File: src/rtl/note_scheduler.sv
// note_scheduler: owns the pool of falling note blocks. Accepts spawn and
// strike requests while idle, sweeps every slot once per video frame to move
// notes down the screen (retiring those that fall off), and answers
// registered per-pixel "is a note here" queries for the colour mux.
//
// Handshake: a spawn or strike transfers on a rising clk edge where its
// valid and ready are both high. The requester holds valid and payload
// stable until then. Ready may drop at any time (frame sweep, table full,
// or strike taking precedence) and a held request simply waits.
module note_scheduler #(
    parameter int NUM_SLOTS    = 8,
    parameter int LANES        = 4,
    parameter int LANE_W       = 160,
    parameter int LANE_MARGIN  = 20,
    parameter int NOTE_H       = 20,
    parameter int SPEED        = 2,
    parameter int VIDEO_HEIGHT = 480,
    parameter int HIT_Y        = 400,
    parameter int HIT_WIN      = 40
) (
    input  logic       clk,
    input  logic       reset,
    input  logic       screenEnd,
    input  logic       spawn_valid,
    input  logic [1:0] spawn_lane,
    output logic       spawn_ready,
    input  logic       strike_valid,
    input  logic [1:0] strike_lane,
    output logic       strike_ready,
    output logic       hit_pulse,
    output logic       empty_pulse,
    output logic       miss_pulse,
    input  logic [9:0] x,
    input  logic [8:0] y,
    output logic       note_pixel,
    output logic [1:0] pixel_lane,
    output logic [3:0] active_count
);
    localparam int IDX_W = $clog2(NUM_SLOTS);

    typedef enum logic {
        IDLE   = 1'b0,
        UPDATE = 1'b1
    } state_t;

    // FSM state is kept in a named enum so checkers can bind to it directly
    state_t           state_q;
    state_t           state_d;
    logic [IDX_W-1:0] upd_idx;

    logic             screen_end_q;
    logic             frame_tick;

    logic [NUM_SLOTS-1:0] slot_valid;
    logic [1:0]           slot_lane [NUM_SLOTS];
    logic [8:0]           slot_ny   [NUM_SLOTS];

    logic [NUM_SLOTS-1:0] valid_d;
    logic [1:0]           lane_d    [NUM_SLOTS];
    logic [8:0]           ny_d      [NUM_SLOTS];
    logic                 hit_d;
    logic                 empty_d;
    logic                 miss_d;
    logic [3:0]           count_d;

    logic                 strike_hit;
    logic [IDX_W-1:0]     strike_idx;
    logic [IDX_W-1:0]     free_idx;
    logic [9:0]           upd_sum;

    logic                 pix_hit;
    logic [1:0]           pix_lane;

    assign frame_tick = screenEnd & ~screen_end_q;

    // FSM state register and sweep index
    always_ff @(posedge clk) begin
        if (reset) begin
            state_q <= IDLE;
            upd_idx <= '0;
        end else begin
            state_q <= state_d;
            upd_idx <= (state_q == UPDATE) ? upd_idx + 1'b1 : '0;
        end
    end

    // FSM next state: a frame tick starts a sweep, the last slot ends it
    always_comb begin
        state_d = state_q;
        case (state_q)
            IDLE:    if (frame_tick) state_d = UPDATE;
            UPDATE:  if (upd_idx == IDX_W'(NUM_SLOTS - 1)) state_d = IDLE;
            default: state_d = IDLE;
        endcase
    end

    // FSM outputs: requests are only taken while idle; strike wins over spawn
    always_comb begin
        spawn_ready  = 1'b0;
        strike_ready = 1'b0;
        if (!reset && state_q == IDLE) begin
            strike_ready = 1'b1;
            spawn_ready  = ~(&slot_valid) & ~strike_valid;
        end
    end

    // Lowest-index slot in the struck lane whose top edge sits in the window
    always_comb begin
        strike_hit = 1'b0;
        strike_idx = '0;
        for (int i = NUM_SLOTS - 1; i >= 0; i--) begin
            if (slot_valid[i] && slot_lane[i] == strike_lane &&
                {1'b0, slot_ny[i]} >= 10'(HIT_Y) &&
                {1'b0, slot_ny[i]} < 10'(HIT_Y + HIT_WIN)) begin
                strike_hit = 1'b1;
                strike_idx = IDX_W'(i);
            end
        end
    end

    // Lowest-index free slot for a new note
    always_comb begin
        free_idx = '0;
        for (int i = NUM_SLOTS - 1; i >= 0; i--) begin
            if (!slot_valid[i]) free_idx = IDX_W'(i);
        end
    end

    // Slot table next state: strike/spawn while idle, one slot per sweep cycle
    always_comb begin
        valid_d = slot_valid;
        lane_d  = slot_lane;
        ny_d    = slot_ny;
        hit_d   = 1'b0;
        empty_d = 1'b0;
        miss_d  = 1'b0;
        upd_sum = {1'b0, slot_ny[upd_idx]} + 10'(SPEED);
        if (state_q == IDLE) begin
            if (strike_valid && strike_ready) begin
                if (strike_hit) begin
                    valid_d[strike_idx] = 1'b0;
                    hit_d               = 1'b1;
                end else begin
                    empty_d = 1'b1;
                end
            end
            if (spawn_valid && spawn_ready) begin
                valid_d[free_idx] = 1'b1;
                lane_d[free_idx]  = spawn_lane;
                ny_d[free_idx]    = '0;
            end
        end else if (slot_valid[upd_idx]) begin
            if (upd_sum >= 10'(VIDEO_HEIGHT)) begin
                valid_d[upd_idx] = 1'b0;
                miss_d           = 1'b1;
            end else begin
                ny_d[upd_idx] = upd_sum[8:0];
            end
        end
    end

    // Live-slot count of the table as it will be after this edge
    always_comb begin
        count_d = '0;
        for (int i = 0; i < NUM_SLOTS; i++) begin
            count_d = count_d + 4'(valid_d[i]);
        end
    end

    // Pixel hit test: lowest matching slot supplies the lane
    always_comb begin
        logic [10:0] x_lo;
        logic [10:0] x_hi;
        logic [9:0]  y_hi;
        pix_hit  = 1'b0;
        pix_lane = '0;
        x_lo     = '0;
        x_hi     = '0;
        y_hi     = '0;
        for (int i = NUM_SLOTS - 1; i >= 0; i--) begin
            x_lo = 11'(slot_lane[i]) * 11'(LANE_W) + 11'(LANE_MARGIN);
            x_hi = (11'(slot_lane[i]) + 11'd1) * 11'(LANE_W) - 11'(LANE_MARGIN);
            y_hi = {1'b0, slot_ny[i]} + 10'(NOTE_H);
            if (slot_valid[i] && int'(slot_lane[i]) < LANES &&
                {1'b0, x} >= x_lo && {1'b0, x} < x_hi &&
                y >= slot_ny[i] && {1'b0, y} < y_hi) begin
                pix_hit  = 1'b1;
                pix_lane = slot_lane[i];
            end
        end
    end

    // Slot table, status pulses, count and pixel outputs
    always_ff @(posedge clk) begin
        if (reset) begin
            screen_end_q <= 1'b0;
            slot_valid   <= '0;
            for (int i = 0; i < NUM_SLOTS; i++) begin
                slot_lane[i] <= '0;
                slot_ny[i]   <= '0;
            end
            hit_pulse    <= 1'b0;
            empty_pulse  <= 1'b0;
            miss_pulse   <= 1'b0;
            active_count <= '0;
            note_pixel   <= 1'b0;
            pixel_lane   <= '0;
        end else begin
            screen_end_q <= screenEnd;
            slot_valid   <= valid_d;
            slot_lane    <= lane_d;
            slot_ny      <= ny_d;
            hit_pulse    <= hit_d;
            empty_pulse  <= empty_d;
            miss_pulse   <= miss_d;
            active_count <= count_d;
            note_pixel   <= pix_hit;
            pixel_lane   <= pix_lane;
        end
    end

endmodule

File: config.mk
export PLATFORM = sky130hd
export DESIGN_NAME = note_scheduler
export DESIGN_NICKNAME = d
export VERILOG_FILES = /design/src/rtl/note_scheduler.sv
export SDC_FILE = /design/constraint.sdc
export NUM_CORES = 1
export LEC_CHECK = 0
export ABC_CLOCK_PERIOD_IN_PS = 4700
export BUFFER_PORTS_ARGS = -buffer_cell sky130_fd_sc_hd__buf_4
export CORE_MARGIN = 1
export CORE_UTILIZATION = 58
export DETAILED_ROUTE_END_ITERATION = 10
export HOLD_SLACK_MARGIN = 0.02
export PLACE_DENSITY = 0.79
export SYNTH_ARGS = -nofsm -noshare
export SYNTH_HDL_FRONTEND = slang
export SYNTH_SLANG_ARGS = --single-unit
export TNS_END_PERCENT = 50
File: constraint.sdc
create_clock -name clk -period 4.7 [get_ports clk]
set_input_delay 0.47 -clock clk [delete_from_list [all_inputs] [get_ports clk]]
set_output_delay 0.47 -clock clk [all_outputs]
set_load 0.05 [all_outputs]
==> metrics.cfg, run 1 <==
[status]
status=finished, violations left
failed_checks=DRC, setup timing

[clock_tree]
path_clk_slew_ps=80
clk_path_buf_depth=2
cts.sinks=111
htree_num_levels=3
cts-root-buf=clkbuf_16
worstSkewPairLatency_ps=380
tritoncts=yes
cts_made_buffers=9

[power_and_ir_drop]
p_leak_nw=5.37
power_mw=2.21
peakVddDrop_mv=0.177
p_per_area_mw_per_mm2=169

[global_routing]
gr-total-overflow=0
grt_antenna_before_repair=1
grt_max_degree=57
grt_first_pass_wirelength_mm=56.7
grt_pass1_vias=10100
track_usage_pct=37.3

[logic_synthesis]
synthFlopType=dfxtp_1
synth_edf_count=0
seq_area_frac_synth_pct=19.4
synth_warnings=0
ys_ff_latch=111
avgSynthCellArea_um2=8.85
synth_nets=1562
syn_inst=1294
syn_area_mm2=0.0115
ys_types=86
synthArstFlopShare_pct=0

[timing]
clock.fmax_mhz=207
max-slew-margin-rel_pct=15.3
period_minus_slack_ps=4820
period_share_pct=103
rsz0062_at_grt=yes
maxSlewViolCount=0
worst_pin_slew_ps=1260
skew_ps=17.9
final-setup-viol-count=2
fin_setup_tns_ps=-201
setup_slack_ps=-124
hold_violations=0

[hold_path]
holdPathStages=2
hold_class=in -> reg

[final_layout]
nFillCells=1587
final_cell_mix=234 x ha_1, 141 x buf_4, 126 x inv_1
drive_gt1_share_pct=14.8
fin_nets=1673
syn_to_final_growth_pct=14.1
final_common_cell=ha_1

[setup_path]
cp-end-kind=flop
worstSetupPathType=reg -> reg
required_ps=4940
path_max_fanout=16
ff2ff_path_depth=19
start_kind=flop
arrival_ps=5070

[floorplanning]
die_h_um=143
io_pins=40
start_util_pct=59.1
die_x_um=143
die_area_mm2=0.0203
placementRows=51
core_area_mm2=0.0194

[flow_run]
drv_cap=0

[routing]
wl_mm=37.5
dr.pass1.iters=9
wire_per_inst_um=22.4
drt-initial-drc-count=1186
antenna_left=0
avgViaCountPerCell=6.61
drc=2
vias=11100

[placed_design]
place_congestion=1.07
io_buffers=37
dp_hpwl_mm=29.5

synth_stat cells, types with 5 or more instances:
cell type / count / area share [%]
nand4_1: 7 / 0.38
a22o_1: 15 / 1.1
a21o_1: 19 / 1.2
and2_1: 5 / 0.27
dfxtp_1: 111 / 19
nor3_1: 24 / 1.0
nand3_1: 22 / 0.96
nand2_1: 64 / 2.1
o21a_1: 17 / 1.1
a221oi_1: 5 / 0.38
a31oi_1: 22 / 1.2
nor4_1: 9 / 0.49
inv_1: 131 / 4.3
buf_2: 11 / 0.48
buf_6: 6 / 0.59
o21ai_0: 55 / 2.4
o22ai_1: 5 / 0.27
o211ai_1: 10 / 0.66
mux4_2: 10 / 2.0
a2111oi_0: 14 / 1.1
a211o_1: 15 / 1.1
xnor2_1: 48 / 3.7
xor2_1: 24 / 1.8
a22oi_1: 5 / 0.33
ha_1: 236 / 26
buf_1: 6 / 0.20
a21oi_1: 50 / 2.2
mux2i_1: 18 / 1.6
nand2b_1: 11 / 0.60
o221ai_1: 6 / 0.46
a311oi_1: 5 / 0.38
clkbuf_1: 17 / 0.56
nor2b_1: 22 / 1.2
o311ai_0: 5 / 0.38
a211oi_1: 20 / 1.3
o2111ai_1: 11 / 0.84
nor2_1: 68 / 2.2
a32o_1: 59 / 5.2
nor3b_1: 9 / 0.59
and3_1: 10 / 0.55
layer usage:
| metal | vias up | GRT usage (%) | routed length (um) |
|---|---|---|---|
| met5 | - | 0 | 0 |
| met4 | 0 | 15.9 | 1700 |
| met3 | 104 | 4.91 | 3480 |
| met2 | 549 | 57.5 | 16000 |
| met1 | 5338 | 51.9 | 16300 |
| li1 | 5095 | - | - |
flip-flops by register name (all words and copies together) (netlist names):
name / flops
miss_pulse: 1
empty_pulse: 1
active_count: 4
screen_end_q: 1
pixel_lane: 2
slot_ny: 72
note_pixel: 1
upd_idx: 3
state_q: 1
slot_valid: 8
hit_pulse: 1
slot_lane: 16
what timing repair did:
action                                  in CTS  in global routing
pin swaps                                    4                  5
resized for setup                            5                  9
endpoints found under the setup margin       2                  2
hold buffers                                 0                  0
setup buffers                                0                  2
critical path: stages (launching register included):
cell and delay, ps:
dfxtp_4 400, buf_6 200, mux4_2 530, mux2i_1 270, a221o_1 240, buf_4 140
a2bb2oi_4 160, nor3_4 70, a21oi_2 200, nor2_2 60, fa_1 560, inv_2 40
fa_1 500, inv_1 50, fa_1 430, inv_1 70, ha_2 180, inv_2 40
fa_2 510, nor2_1 40
area by class of cell:
class	instances	area [um^2]	area share, %
Tap cell	265	332	2.54
Antenna cell	1	2.50	0.0191
Inverter	132	499	3.82
Multi-Input combinational cell	1007	8590	65.7
Sequential cell	111	2230	17.1
Clock inverter	6	86.3	0.660
Clock buffer	10	229	1.75
Timing Repair Buffer	144	1100	8.42
kinds of logic (layout without fill, tap and decap cells):
kind of cell    after synthesis  after routing  share of synthesized area (%)
buf+inv                     176            292                           6.41
other cells                   0              1                              0
simple gates                281            281                           12.7
fa+ha+maj                   240            240                           26.5
mux                          34             34                           4.28
compound gates              380            380                           25.2
xor+xnor                     72             72                           5.50
flops                       111            111                           19.4
where the power goes:
part,switching (mW),internal [mW]
clock network,0.410,0.430
logic,0.265,0.162
registers,0.00430,0.943
worst paths after layout:
kind,endpoint,slack (ps),start
setup / recovery,active_count[1],-120,upd_idx[2]
hold / removal,screen_end_q,320,screenEnd
setup reg to reg,active_count[1],-120,upd_idx[2]
hold reg to reg,slot_ny[64],480,slot_ny[64]
through the flow:
stage | cell area [um^2] | setup slack (ps) | utilization [%] | cells | hold slack, ps
3_5_place_dp | 12700 | -153 | 65.4 | 1657 | 458
2_1_floorplan | 11500 | -154 | - | 1294 | 442
3_3_place_gp | 12700 | -106 | 65.4 | 1657 | 448
4_1_cts | 13000 | -88.6 | 67.1 | 1673 | 324
6_report | 13100 | -124 | 67.4 | 1676 | 317
5_1_grt | 13100 | -242 | 67.4 | 1675 | 347
(Power assumes the default switching activity.)
==> inputs of run 2 (changes only) <==
ABC_CLOCK_PERIOD_IN_PS = 5400   (was 4700)
CORE_UTILIZATION = 64   (was 58)
PLACE_DENSITY = 0.83   (was 0.79)
clock period = 5.4 ns   (was 4.7 ns; I/O delays follow)
==> run 2 against run 1 <==
Net effect:
- the run now ends clean
- first-iteration DRC count decreased by 19%
- clock-buffer cell count increased by 1
- non-clock buffer count decreased by 67
- total power decreased by 14%
- utilization increased by 4.0 points
- fmax decreased by 5.8%
- final cell count decreased by 6.4%
- sequential power decreased by 13%
- sequential cell count unchanged
- global-route usage increased by 2.1 points
- combinational power decreased by 17%
- critical path type unchanged
- highest routed layer is now met5
==> metrics.cfg, run 2 (synthesis results as in run 1) <==
[final_layout]
largest_register_ffs=72
fin_nets=1606
syn_to_final_growth_pct=8.58
final_common_cell=ha_1
final_cell_mix=236 x ha_1, 131 x inv_1, 108 x dfxtp_1
num_antenna_cells=0
reg_top3=slot_ny x72, slot_lane x16, slot_valid x8
drive_gt1_share_pct=9.38
largest-register=slot_ny

[timing]
max-slew-margin-rel_pct=26.9
rsz0062_at_grt=no
worst_pin_slew_ps=1090
maxSlewViolCount=0
fin_setup_tns_ps=0
hold_violations=0
fin_hold_ws_ps=393
period_minus_slack_ps=5120
final-setup-viol-count=0
skew_ps=11.0
period_share_pct=94.8
clock.fmax_mhz=195

[routing]
avgViaCountPerCell=6.81
wl_mm=35.6
drc=0
drt-initial-drc-count=965
wire_per_inst_um=22.7
vias=10700
dr.pass1.iters=7
antenna_left=0

[floorplanning]
start_util_pct=65.8
die_x_um=136
die_h_um=136
die_area_mm2=0.0184
placementRows=48
io_pins=40
core_area_mm2=0.0174

[clock_tree]
cts-root-buf=clkbuf_16
clk_path_buf_depth=2
htree_num_levels=3
ctsHoldBuffers=0
cts.sinks=111
cts_made_buffers=9
tritoncts=yes
path_clk_slew_ps=80
worstSkewPairLatency_ps=370

[global_routing]
gr-max-usage-layer=met2
grtUsageMet3_pct=9.58
grt_antenna_before_repair=2
use_met2_pct=60.3
gr-total-overflow=0
grt_first_pass_wirelength_mm=54.5
grt_pass1_vias=9851
grt_max_degree=42
met1_usage_pct=51.6
track_usage_pct=39.4

[hold_path]
holdPathStages=2
hold_end=screen_end_q
hold_class=in -> reg
min_from=screenEnd

[flow_run]
drv_cap=0

[power_and_ir_drop]
p_leak_nw=5.03
p_per_area_mw_per_mm2=153
peakVddDrop_mv=0.227

[setup_path]
reg2reg_slack_ps=280
cp-end-kind=flop
worstSetupPathType=reg -> reg
start_kind=flop
r2r-start=upd_idx[2]
cp-startpoint=upd_idx[2]
path_max_fanout=11
required_ps=5650
arrival_ps=5370
reg2reg_to=active_count[2]
ff2ff_path_depth=23

[placed_design]
io_buffers=37
dp_hpwl_mm=27.6
place_congestion=0.986

[status]
status=finished, final reports clean

[run 2: how the worst max path moves through the flow]
stage / endpoint / slack, ps / cells past startpoint
after global placement: active_count[2] / 230 / 22
after global routing: active_count[2] / 10 / 24
final: active_count[2] / 280 / 23
after CTS: active_count[2] / 120 / 22
after floorplan: active_count[2] / 270 / 23
after detailed placement: active_count[2] / 130 / 22
[run 2: area by class of cell]
cell class	instances	area [um^2]
flip-flops and latches	111	2230
inverters	132	495
multi-input cells	1007	8520
well taps	225	282
repair buffers	77	603
clock buffers	11	243
clock inverters	5	70.1
fillers	1406	4980
[run 2: repair_timing]
action,in CTS,in global routing
setup endpoints to repair,0,2
gates resized for setup,0,5
buffers inserted,0,1
[run 2: critical path, cell delays in order, from the launching register on]
cell and delay, ps:
dfxtp_2 390, buf_4 210, nor2b_1 90, a221o_1 400, a21oi_4 140, inv_1 60
ha_1 230, inv_1 100, nor2_1 60, a31oi_2 190, a2bb2oi_4 250, nor3_4 100
a32o_1 310, fa_1 510, inv_1 50, fa_1 500, inv_1 50, fa_1 460
inv_1 70, ha_1 160, inv_1 60, fa_1 370, xor2_1 160, nor2_1 50
[run 2: metrics by stage]
| step | cells | area [um^2] | utilization [%] | power [mW] | setup slack, ps |
|---|---|---|---|---|---|
| after global routing | 1568 | 12400 | 71.4 | 1.98 | 10.6 |
| after global placement | 1551 | 12100 | 69.5 | 1.18 | 230 |
| final | 1568 | 12400 | 71.4 | 1.91 | 279 |
| after floorplan | 1294 | 11500 | - | 1.06 | 270 |
| after CTS | 1567 | 12400 | 71.3 | 1.90 | 116 |
| after detailed placement | 1551 | 12100 | 69.5 | 1.19 | 134 |
[run 2: metal layers]
metal | routed length [um] | up-vias | share of wire (%)
met1 | 14800 | 5093 | 42
met3 | 3840 | 97 | 11
met2 | 15400 | 523 | 43
met5 | 11 | - | 0.031
li1 | - | 4970 | -
met4 | 1560 | 2 | 4.4
[run 2: report_power, final]
| group | total (mW) | switching, mW | internal (mW) |
|---|---|---|---|
| combinational | 0.354 | 0.220 | 0.134 |
| sequential | 0.828 | 0.00667 | 0.822 |
| clock | 0.727 | 0.343 | 0.383 |
